[src/rtl/pagerank_engine_if.sv]
// Handshake and data bundle between a PageRank requester (master) and the engine (slave).
interface pagerank_engine_if #(
  parameter int N     = 4,
  parameter int WIDTH = 16,
  parameter int ITW   = 6
);
  logic                 start;
  logic [N*N-1:0]       adjacency;
  logic [N*WIDTH-1:0]   weights;
  logic                 busy;
  logic                 done;
  logic                 converged;
  logic [ITW-1:0]       iter_count;
  logic [N*WIDTH-1:0]   rank;

  modport master (
    output start, adjacency, weights,
    input  busy, done, converged, iter_count, rank
  );

  modport slave (
    input  start, adjacency, weights,
    output busy, done, converged, iter_count, rank
  );
endinterface

[src/rtl/pagerank_engine.sv]
// Fixed-point PageRank engine: one multiply-accumulate per cycle, Jacobi iteration
// until every node moves by at most EPS or MAX_ITER iterations have been run.
module pagerank_engine #(
  parameter int               N        = 4,
  parameter int               WIDTH    = 16,
  parameter logic [WIDTH-1:0] D_FRAC   = 16'h2666,
  parameter int               MAX_ITER = 32,
  parameter logic [WIDTH-1:0] EPS      = 16'h0010
) (
  input logic              clk,
  input logic              reset,
  pagerank_engine_if.slave bus
);

  localparam int ITW  = $clog2(MAX_ITER + 1);
  localparam int IDXW = $clog2(N);
  localparam int AW   = $clog2(N * N);
  localparam int ACCW = WIDTH + $clog2(N) + 1;
  localparam int PW   = 3 * WIDTH + 1;

  localparam logic [WIDTH:0]   ONE       = {1'b1, {WIDTH{1'b0}}};
  localparam logic [WIDTH:0]   DB        = ONE - {1'b0, D_FRAC};
  localparam logic [WIDTH-1:0] DN        = WIDTH'(D_FRAC / WIDTH'(N));
  localparam logic [WIDTH-1:0] INIT_RANK = WIDTH'(ONE / (WIDTH + 1)'(N));
  localparam logic [WIDTH-1:0] MAXV      = {WIDTH{1'b1}};

  typedef enum logic [2:0] {
    IDLE,
    LOAD,
    ACCUM,
    COMMIT,
    DONE
  } state_t;

  state_t            state;
  logic [N*N-1:0]    adj_q;
  logic [WIDTH-1:0]  w_q    [N];
  logic [WIDTH-1:0]  rank_q [N];
  logic [WIDTH-1:0]  next_q [N];
  logic [ACCW-1:0]   acc;
  logic [IDXW-1:0]   p_idx;
  logic [IDXW-1:0]   k_idx;
  logic [ITW-1:0]    iter_q;
  logic              conv_q;
  logic              busy_q;
  logic              done_q;

  logic [AW-1:0]     adj_sel;
  logic [ACCW-1:0]   term;
  logic [ACCW-1:0]   acc_sum;
  logic [ACCW:0]     row_total;
  logic [WIDTH-1:0]  row_value;
  logic [WIDTH-1:0]  diff;
  logic              all_close;
  logic              last_iter;

  // Datapath for the current (p,k) pair; ranks read here are always last iteration's
  always_comb begin
    adj_sel   = AW'(int'(p_idx) * N + int'(k_idx));
    term      = ACCW'((PW'(DB) * PW'(w_q[k_idx]) * PW'(rank_q[k_idx])) >> (2 * WIDTH));
    acc_sum   = adj_q[adj_sel] ? acc + term : acc;
    row_total = (ACCW + 1)'(DN) + (ACCW + 1)'(acc_sum);
    row_value = (row_total > (ACCW + 1)'(MAXV)) ? MAXV : WIDTH'(row_total);
    last_iter = (int'(iter_q) + 1 == MAX_ITER);
    diff      = '0;
    all_close = 1'b1;
    for (int i = 0; i < N; i++) begin
      diff = (next_q[i] >= rank_q[i]) ? next_q[i] - rank_q[i] : rank_q[i] - next_q[i];
      if (diff > EPS) begin
        all_close = 1'b0;
      end
    end
  end

  always_ff @(posedge clk or posedge reset) begin
    if (reset) begin
      state  <= IDLE;
      adj_q  <= '0;
      acc    <= '0;
      p_idx  <= '0;
      k_idx  <= '0;
      iter_q <= '0;
      conv_q <= 1'b0;
      busy_q <= 1'b0;
      done_q <= 1'b0;
      for (int i = 0; i < N; i++) begin
        w_q[i]    <= '0;
        rank_q[i] <= '0;
        next_q[i] <= '0;
      end
    end else begin
      case (state)
        IDLE: begin
          if (bus.start) begin
            state  <= LOAD;
            busy_q <= 1'b1;
          end
        end
        LOAD: begin
          adj_q  <= bus.adjacency;
          acc    <= '0;
          p_idx  <= '0;
          k_idx  <= '0;
          iter_q <= '0;
          conv_q <= 1'b0;
          for (int i = 0; i < N; i++) begin
            w_q[i]    <= bus.weights[i*WIDTH +: WIDTH];
            rank_q[i] <= INIT_RANK;
          end
          state <= ACCUM;
        end
        ACCUM: begin
          if (k_idx == IDXW'(N - 1)) begin
            next_q[p_idx] <= row_value;
            acc           <= '0;
            k_idx         <= '0;
            if (p_idx == IDXW'(N - 1)) begin
              p_idx <= '0;
              state <= COMMIT;
            end else begin
              p_idx <= p_idx + 1'b1;
            end
          end else begin
            acc   <= acc_sum;
            k_idx <= k_idx + 1'b1;
          end
        end
        COMMIT: begin
          for (int i = 0; i < N; i++) begin
            rank_q[i] <= next_q[i];
          end
          iter_q <= iter_q + 1'b1;
          conv_q <= all_close;
          if (all_close || last_iter) begin
            state  <= DONE;
            done_q <= 1'b1;
          end else begin
            state <= ACCUM;
          end
        end
        DONE: begin
          done_q <= 1'b0;
          busy_q <= 1'b0;
          state  <= IDLE;
        end
        default: state <= IDLE;
      endcase
    end
  end

  assign bus.busy       = busy_q;
  assign bus.done       = done_q;
  assign bus.converged  = conv_q;
  assign bus.iter_count = iter_q;

  for (genvar g = 0; g < N; g++) begin : g_rank
    assign bus.rank[g*WIDTH +: WIDTH] = rank_q[g];
  end

endmodule

[src/flat_wrapper.sv]
// flat-port wrapper written by rule: the top's interface ports become plain ports
module pagerank_engine_flat 
#(
  parameter int               N        = 4,
  parameter int               WIDTH    = 16,
  parameter logic [WIDTH-1:0] D_FRAC   = 16'h2666,
  parameter int               MAX_ITER = 32,
  parameter logic [WIDTH-1:0] EPS      = 16'h0010
)
  (clk, reset, bus_start, bus_adjacency, bus_weights, bus_busy, bus_done, bus_converged, bus_iter_count, bus_rank);
  pagerank_engine_if #(.N(N), .WIDTH(WIDTH), .ITW(6)) bus_i ();
  input logic clk;
  input logic reset;
  input wire logic [$bits(bus_i.start)-1:0] bus_start;
  input wire logic [$bits(bus_i.adjacency)-1:0] bus_adjacency;
  input wire logic [$bits(bus_i.weights)-1:0] bus_weights;
  output wire logic [$bits(bus_i.busy)-1:0] bus_busy;
  output wire logic [$bits(bus_i.done)-1:0] bus_done;
  output wire logic [$bits(bus_i.converged)-1:0] bus_converged;
  output wire logic [$bits(bus_i.iter_count)-1:0] bus_iter_count;
  output wire logic [$bits(bus_i.rank)-1:0] bus_rank;
  assign bus_i.start = bus_start;
  assign bus_i.adjacency = bus_adjacency;
  assign bus_i.weights = bus_weights;
  assign bus_busy = bus_i.busy;
  assign bus_done = bus_i.done;
  assign bus_converged = bus_i.converged;
  assign bus_iter_count = bus_i.iter_count;
  assign bus_rank = bus_i.rank;
  pagerank_engine #(.N(N), .WIDTH(WIDTH), .D_FRAC(D_FRAC), .MAX_ITER(MAX_ITER), .EPS(EPS)) u_core (.clk(clk), .reset(reset), .bus(bus_i));
endmodule
[config.mk]
export PLATFORM = sky130hd
export DESIGN_NAME = pagerank_engine_flat
export DESIGN_NICKNAME = d
export VERILOG_FILES = /design/src/rtl/pagerank_engine_if.sv /design/src/rtl/pagerank_engine.sv /design/src/flat_wrapper.sv
export SDC_FILE = /design/constraint.sdc
export NUM_CORES = 2
export LEC_CHECK = 0
export ABC_AREA = 1
export BUFFER_PORTS_ARGS = -buffer_cell sky130_fd_sc_hd__buf_2
export CORE_ASPECT_RATIO = 1.4
export CORE_MARGIN = 2
export CORE_UTILIZATION = 65
export DETAILED_ROUTE_END_ITERATION = 16
export PLACE_DENSITY = 0.83
export SETUP_SLACK_MARGIN = 0.02
export SYNTH_ARGS = -nofsm -noshare
export SYNTH_HDL_FRONTEND = slang
export SYNTH_SLANG_ARGS = --single-unit
[constraint.sdc]
create_clock -name clk -period 24.6 [get_ports clk]
set_input_delay 0 -clock clk [delete_from_list [all_inputs] [get_ports clk]]
set_output_delay 0 -clock clk [all_outputs]
set_load 0.1 [all_outputs]
* Word-level counts from Yosys, hierarchy flattened
Index checks and enable logic that the tools add are counted.
** Storage, ports and cells
- Bits in registers :: 243
- Bits of input ports :: 83
- Output and inout port bits :: 73
- Word-level logic and storage cells :: 116
** Operators by class
- Add/sub/neg operators :: 15
- Multipliers :: 2
- $lt $le $gt $ge :: 13
- Equal/unequal tests :: 11
- Multiplexer cells :: 40
- Bitwise operators :: 2
- Reduce and logical (&&, ||, !) cells :: 12
** Operator list (count)
- two-way mux 16 bit :: 10
- case mux 64 bit (2 select lines) :: 1
- subtractor 16 bit :: 8
- binary-select mux 16 bit (select 2 bit) :: 2
- bitwise mux 64 bit :: 1
- >= comparator 16 bit :: 4
- greater-than comparator 16 x 5 -> 1 bit, second input constant :: 4
- multiplier 31 x 16 -> 47 bit :: 1
- two-way mux 19 bit :: 2
- case mux 19 bit (2 select lines) :: 1
- demux 16 bit (select 2 bit) :: 1
- equality test 32 x 7 -> 1 bit, second input constant :: 1
- multiplier 15 x 16 -> 31 bit, first input constant :: 1
- adder 12 x 19 -> 20 bit, first input constant :: 1
- greater-than comparator 20 x 16 -> 1 bit, second input constant :: 1
- adder 19 x 16 -> 19 bit :: 1
- two-way mux 3 bit :: 4
- case mux 3 bit (4 select lines) :: 1
- case mux 6 bit (2 select lines) :: 1
- case mux 2 bit (2 select lines) :: 2
- AND reduction 2 bit :: 4
- nonzero test 2 bit :: 4
- adder 6 x 1 -> 7 bit, second input constant :: 1
- two-way mux 1 bit :: 7
- other kinds (20) :: 31

* Longest topological paths before layout
- Depth in word-level cells :: 12
- Depth in mapped cells :: 78
- Gate-level depth less buffers :: 73

* Least setup slack after synthesis
OpenSTA, ideal clock, no wires.
- Kind :: register -> register
- Start point :: register u_core.k_idx[0]
- End point :: register u_core.next_q[18] in the netlist's numbering
- Library setup time :: 117 ps
- Arrival time :: 13230 ps
- Data required time :: 24483 ps
- Setup slack :: 11254 ps
- Cell stages (with the launch flop) :: 73
- Buffers on the path :: 7
- Clock period less this slack :: 13346 ps
- Cell sequence :: dfrtp_1 > buf_6 > inv_6 > buf_8 > clkbuf_1 > clkbuf_1 > clkbuf_1 > o21ai_0 > o22ai_1 > ha_1 > xor2_1 > ha_1 > or2_2 > fa_1 > fa_1 > fa_1 > inv_1 > fa_1 > (+37 left out) > nor2_1 > and2_1 > nand2_1 > nand2_1 > nand2_1 > nand3_1 > nand2_1 > nor2_2 > nand2_1 > inv_2 > nand4_1 > nand2_1 > nand2_2 > nor2_8 > buf_12 > nand3_4 > nand2_1 > nand2_1
** On the way
- Word-level cells in the longest chain between the ends :: 12
- Elaborated cells between the ends (all ways) :: 20
- Those cells by class :: add/sub: 3; mul: 2; order compare: 1; eq/ne: 1; mux: 11; bitwise: 1; reduce/logical: 1
** Ends and longest elaborated chain
- start, declared :: line pagerank_engine.sv:42 : logic [IDXW-1:0] k_idx;
- start signal, assigned :: line pagerank_engine.sv:125 : k_idx <= k_idx + 1'b1;
- NOT 2 -> 3 bit (not written as such) :: line pagerank_engine.sv:60 : term = ACCW'((PW'(DB) * PW'(w_q[k_idx]) * PW'(rank_q[k_idx])) >> (2 * WIDTH));
- binary-select mux 16 bit (select 2 bit) :: line pagerank_engine.sv:60
- two-way mux 16 bit (not written as such) (2 in a row) :: line pagerank_engine.sv:60
- multiplier 15 x 16 -> 31 bit :: line pagerank_engine.sv:60
- multiplier 31 x 16 -> 47 bit :: line pagerank_engine.sv:60
- adder 19 x 16 -> 19 bit :: line pagerank_engine.sv:61 : acc_sum = adj_q[adj_sel] ? acc + term : acc;
- two-way mux 19 bit :: line pagerank_engine.sv:61
- adder 12 x 19 -> 20 bit :: line pagerank_engine.sv:62 : row_total = (ACCW + 1)'(DN) + (ACCW + 1)'(acc_sum);
- greater-than comparator 20 x 16 -> 1 bit :: line pagerank_engine.sv:63 : row_value = (row_total > (ACCW + 1)'(MAXV)) ? MAXV : WIDTH'(row_total);
- two-way mux 16 bit :: line pagerank_engine.sv:63
- bitwise mux 64 bit :: line pagerank_engine.sv:114 : next_q[p_idx] <= row_value;
- end signal, assigned by index :: line pagerank_engine.sv:114
- end, declared :: line pagerank_engine.sv:39 : logic [WIDTH-1:0] next_q [N];
Parallel ways exist; a longest one is shown, timed or not. The select of a mux whose other input is x is not followed.
A chain may end at the register's enable or synchronous reset.

* Worst setup path in the final report
- Start point :: register u_core.k_idx[0]
- End point :: register u_core.next_q[61] in the netlist's numbering
Same word-level chain as after synthesis.

==> out/results.ini <==
[yosys]
syn_inst = 5326
ys_warn_count = 0
ys_types = 59
ys_seq_area_share_pct = 15.26
synth-seq-cells = 243
netlist_area_mm2 = 0.03986
synthArstFlopShare_pct = 100.0
yosys_most_used_dff = dfrtp_1
syn_avg_cell_area_um2 = 7.483
synth-edff-count = 0
syn_nets = 6296

[setup_path]
rr_worst_depth = 63
cp_slowest_cell = xor2_1
critPathCapture = u_core.next_q[61]
regToRegSetupSlack_ps = 8350
cp-startpoint = u_core.k_idx[0]
rr_startpoint = u_core.k_idx[0]
cp-end-kind = flop
worstReg2RegEnd = u_core.next_q[61]
critPathMaxFanout = 81
cp_slowest_stage_delay_ps = 890
path_class = flop to flop
crit_required_ps = 25040
critPathLaunchType = flop
cp_data_arrival_time_ps = 16690

[sta]
slew_headroom_pct = 22.38
maxSlewViolCount = 0
rsz0062_at_grt = false
setup_tns_ps = 0
finalHoldViolCount = 0
clock_skew_ps = 49.71
layout_min_cycle_time_ps = 16250
worstMarginPinSlew_ps = 1156
fmaxAchievable_mhz = 61.54
setup_viol = 0
post-route-period-util_pct = 66.06

[floorplanning]
die-area_mm2 = 0.06334
ioPinCount = 156
core_region_area_mm2 = 0.06078
die_height_um = 297.0
floorplan.rows = 107
start_util_pct = 65.57
die_w_um = 213.3

[cts]
clk_latency_ps = 600
cts_setup_buffers = 0
cts_root_buf = clkbuf_16
cts_sinks = 243
path_clk_slew_ps = 70
cts_buffer_depth = 3
cts_made_buffers = 26
htree_levels = 1
cts_tree = done

[place]
place.gp.congestion = 1.033
port_buffers = 155
hpwl_um = 110100

[hold_path]
hp-class = primary input to asynchronous set/reset pin

[routing]
postRouteAntennaNets = 0
drt_drc_violations_left = 0
wl_per_cell_um = 22.07
firstDrtPassIters = 8
drtIter0Drc = 3805
viasPerCell = 5.911
via_count = 37310
routed_wl_um = 139300

[cells_and_area]
fillerInstances = 5146
seqCellArea_mm2 = 0.006082
multi_input_area_mm2 = 0.02903
drive_gt1_share_pct = 7.781
area_growth_pct = 7.826
final_nets = 6439
fin_util_pct = 70.70

[grt]
grt_first_pass_wirelength_um = 213800
antenna_found_initial = 7
grt_max_degree = 95
grt_pass1_vias = 38600
grt_usage_pct = 44.78
overflow = 0

[status]
run_status = completed

[job]
drv_cap = 0

logic make-up (layout without fill, tap and decap cells):
kind of cell	after synthesis	count (layout)	share of synthesized area, %
AND/OR/NAND/NOR	2158	2158	22.58
buffers and inverters	1240	1402	11.95
adder cells (fa/ha/maj)	887	887	37.11
AO/OA/AOI/OAI	610	610	8.445
flip-flops	243	243	15.26
XOR/XNOR	109	109	2.414
multiplexers	79	79	2.232
other	0	7	0
flip-flops by register name (all words and copies together) (netlist names), 2 cells and up:
register,cells
u_core.acc,19
u_core.adj_q,16
u_core.bus.iter_count,6
u_core.bus.rank,64
u_core.k_idx,2
u_core.next_q,64
u_core.p_idx,2
u_core.state,3
u_core.w_q,64
through the flow:
stage	area (um^2)	hold slack, ps	setup WS, ps	cells
floorplan	39860	150.6	11250	5326
CTS	42960	70.39	8679	6305
global placement	41210	142.3	8912	6176
detailed placement	41210	145.6	8796	6176
global route	42970	120.2	7459	6308
finish	42980	19.21	8349	6312
cell usage after synthesis (25+ instances only):
| cell type | instances | area, um^2 |
|---|---|---|
| nand3_1 | 176 | 880.8 |
| ha_1 | 395 | 4942 |
| nand2_1 | 1384 | 5195 |
| o22ai_1 | 80 | 500.5 |
| o21ai_0 | 186 | 930.9 |
| inv_1 | 1066 | 4001 |
| nand4_1 | 29 | 181.4 |
| nor3_1 | 25 | 125.1 |
| clkbuf_1 | 121 | 454.2 |
| nor2_1 | 406 | 1524 |
| mux2_2 | 79 | 889.6 |
| fa_1 | 492 | 9849 |
| or2_2 | 48 | 300.3 |
| dfrtp_1 | 243 | 6081 |
| a21oi_1 | 256 | 1281 |
| xor2_1 | 84 | 735.7 |
cell usage in the layout (no fill, tap or decap), drive strengths merged, types with 8 or more instances in the layout:
| cell | netlist | layout |
|---|---|---|
| nand4 | 29 | 29 |
| a21o | 11 | 11 |
| nand3b | 22 | 22 |
| clkbuf | 122 | 30 |
| clkinv | 15 | 22 |
| o21a | 8 | 8 |
| nand2 | 1415 | 1415 |
| buf | 24 | 179 |
| fa | 492 | 492 |
| dlygate4sd3 | 0 | 82 |
| inv | 1079 | 1082 |
| xor2 | 85 | 85 |
| o22ai | 80 | 80 |
| nor2 | 413 | 413 |
| nor3 | 26 | 26 |
| o21bai | 17 | 17 |
| or2 | 48 | 48 |
| nand3 | 189 | 189 |
| o21ai | 198 | 198 |
| a31oi | 8 | 8 |
| xnor2 | 24 | 24 |
| dfrtp | 243 | 243 |
| mux2 | 79 | 79 |
| ha | 395 | 395 |
| a21oi | 256 | 256 |
routing by layer:
metal  track usage, %  vias up  routed length [um]
met5                0        -                  42
met4            41.19        6               16270
met3            8.562      813               11090
met2            75.47     2094               67370
met1            46.53    17790               44530
li1                 -    16610                   -
how the worst min path moves through the flow:
| stage | endpoint | startpoint | slack (ps) |
|---|---|---|---|
| after floorplan | u_core.w_q[15] | bus_weights[63] | 150 |
| after global placement | u_core.bus.rank[29] | reset | 140 |
| after detailed placement | u_core.bus.rank[29] | reset | 150 |
| after CTS | u_core.bus.rank[29] | reset | 70 |
| after global routing | u_core.bus.rank[29] | reset | 120 |
| final | u_core.bus.rank[29] | reset | 20 |
final cells by class:
type                    instances  share of cell area [%]
inverters                    1094                   9.585
multi-input cells            3843                   67.56
well taps                     817                   2.379
flip-flops and latches        243                   14.15
diodes                          7                 0.04076
clock inverters                17                  0.5095
clock buffers                  30                   1.642
repair buffers                261                   4.134
what timing repair did:
action	4_1_cts	5_1_grt
endpoints found under the hold margin	174	0
resized for setup	0	0
hold buffers	82	0
critical path: cells and delay by family (launching register included):
| family | cells | cell delay, ps |
|---|---|---|
| fa+ha+maj | 15 | 6620 |
| simple gates | 24 | 3390 |
| buf+inv | 14 | 2290 |
| xor+xnor | 4 | 2130 |
| compound gates | 6 | 1200 |
| flops | 1 | 340 |
Power is not shown: default switching activity piles up to over one toggle a cycle in this logic, so the estimate is an artifact.
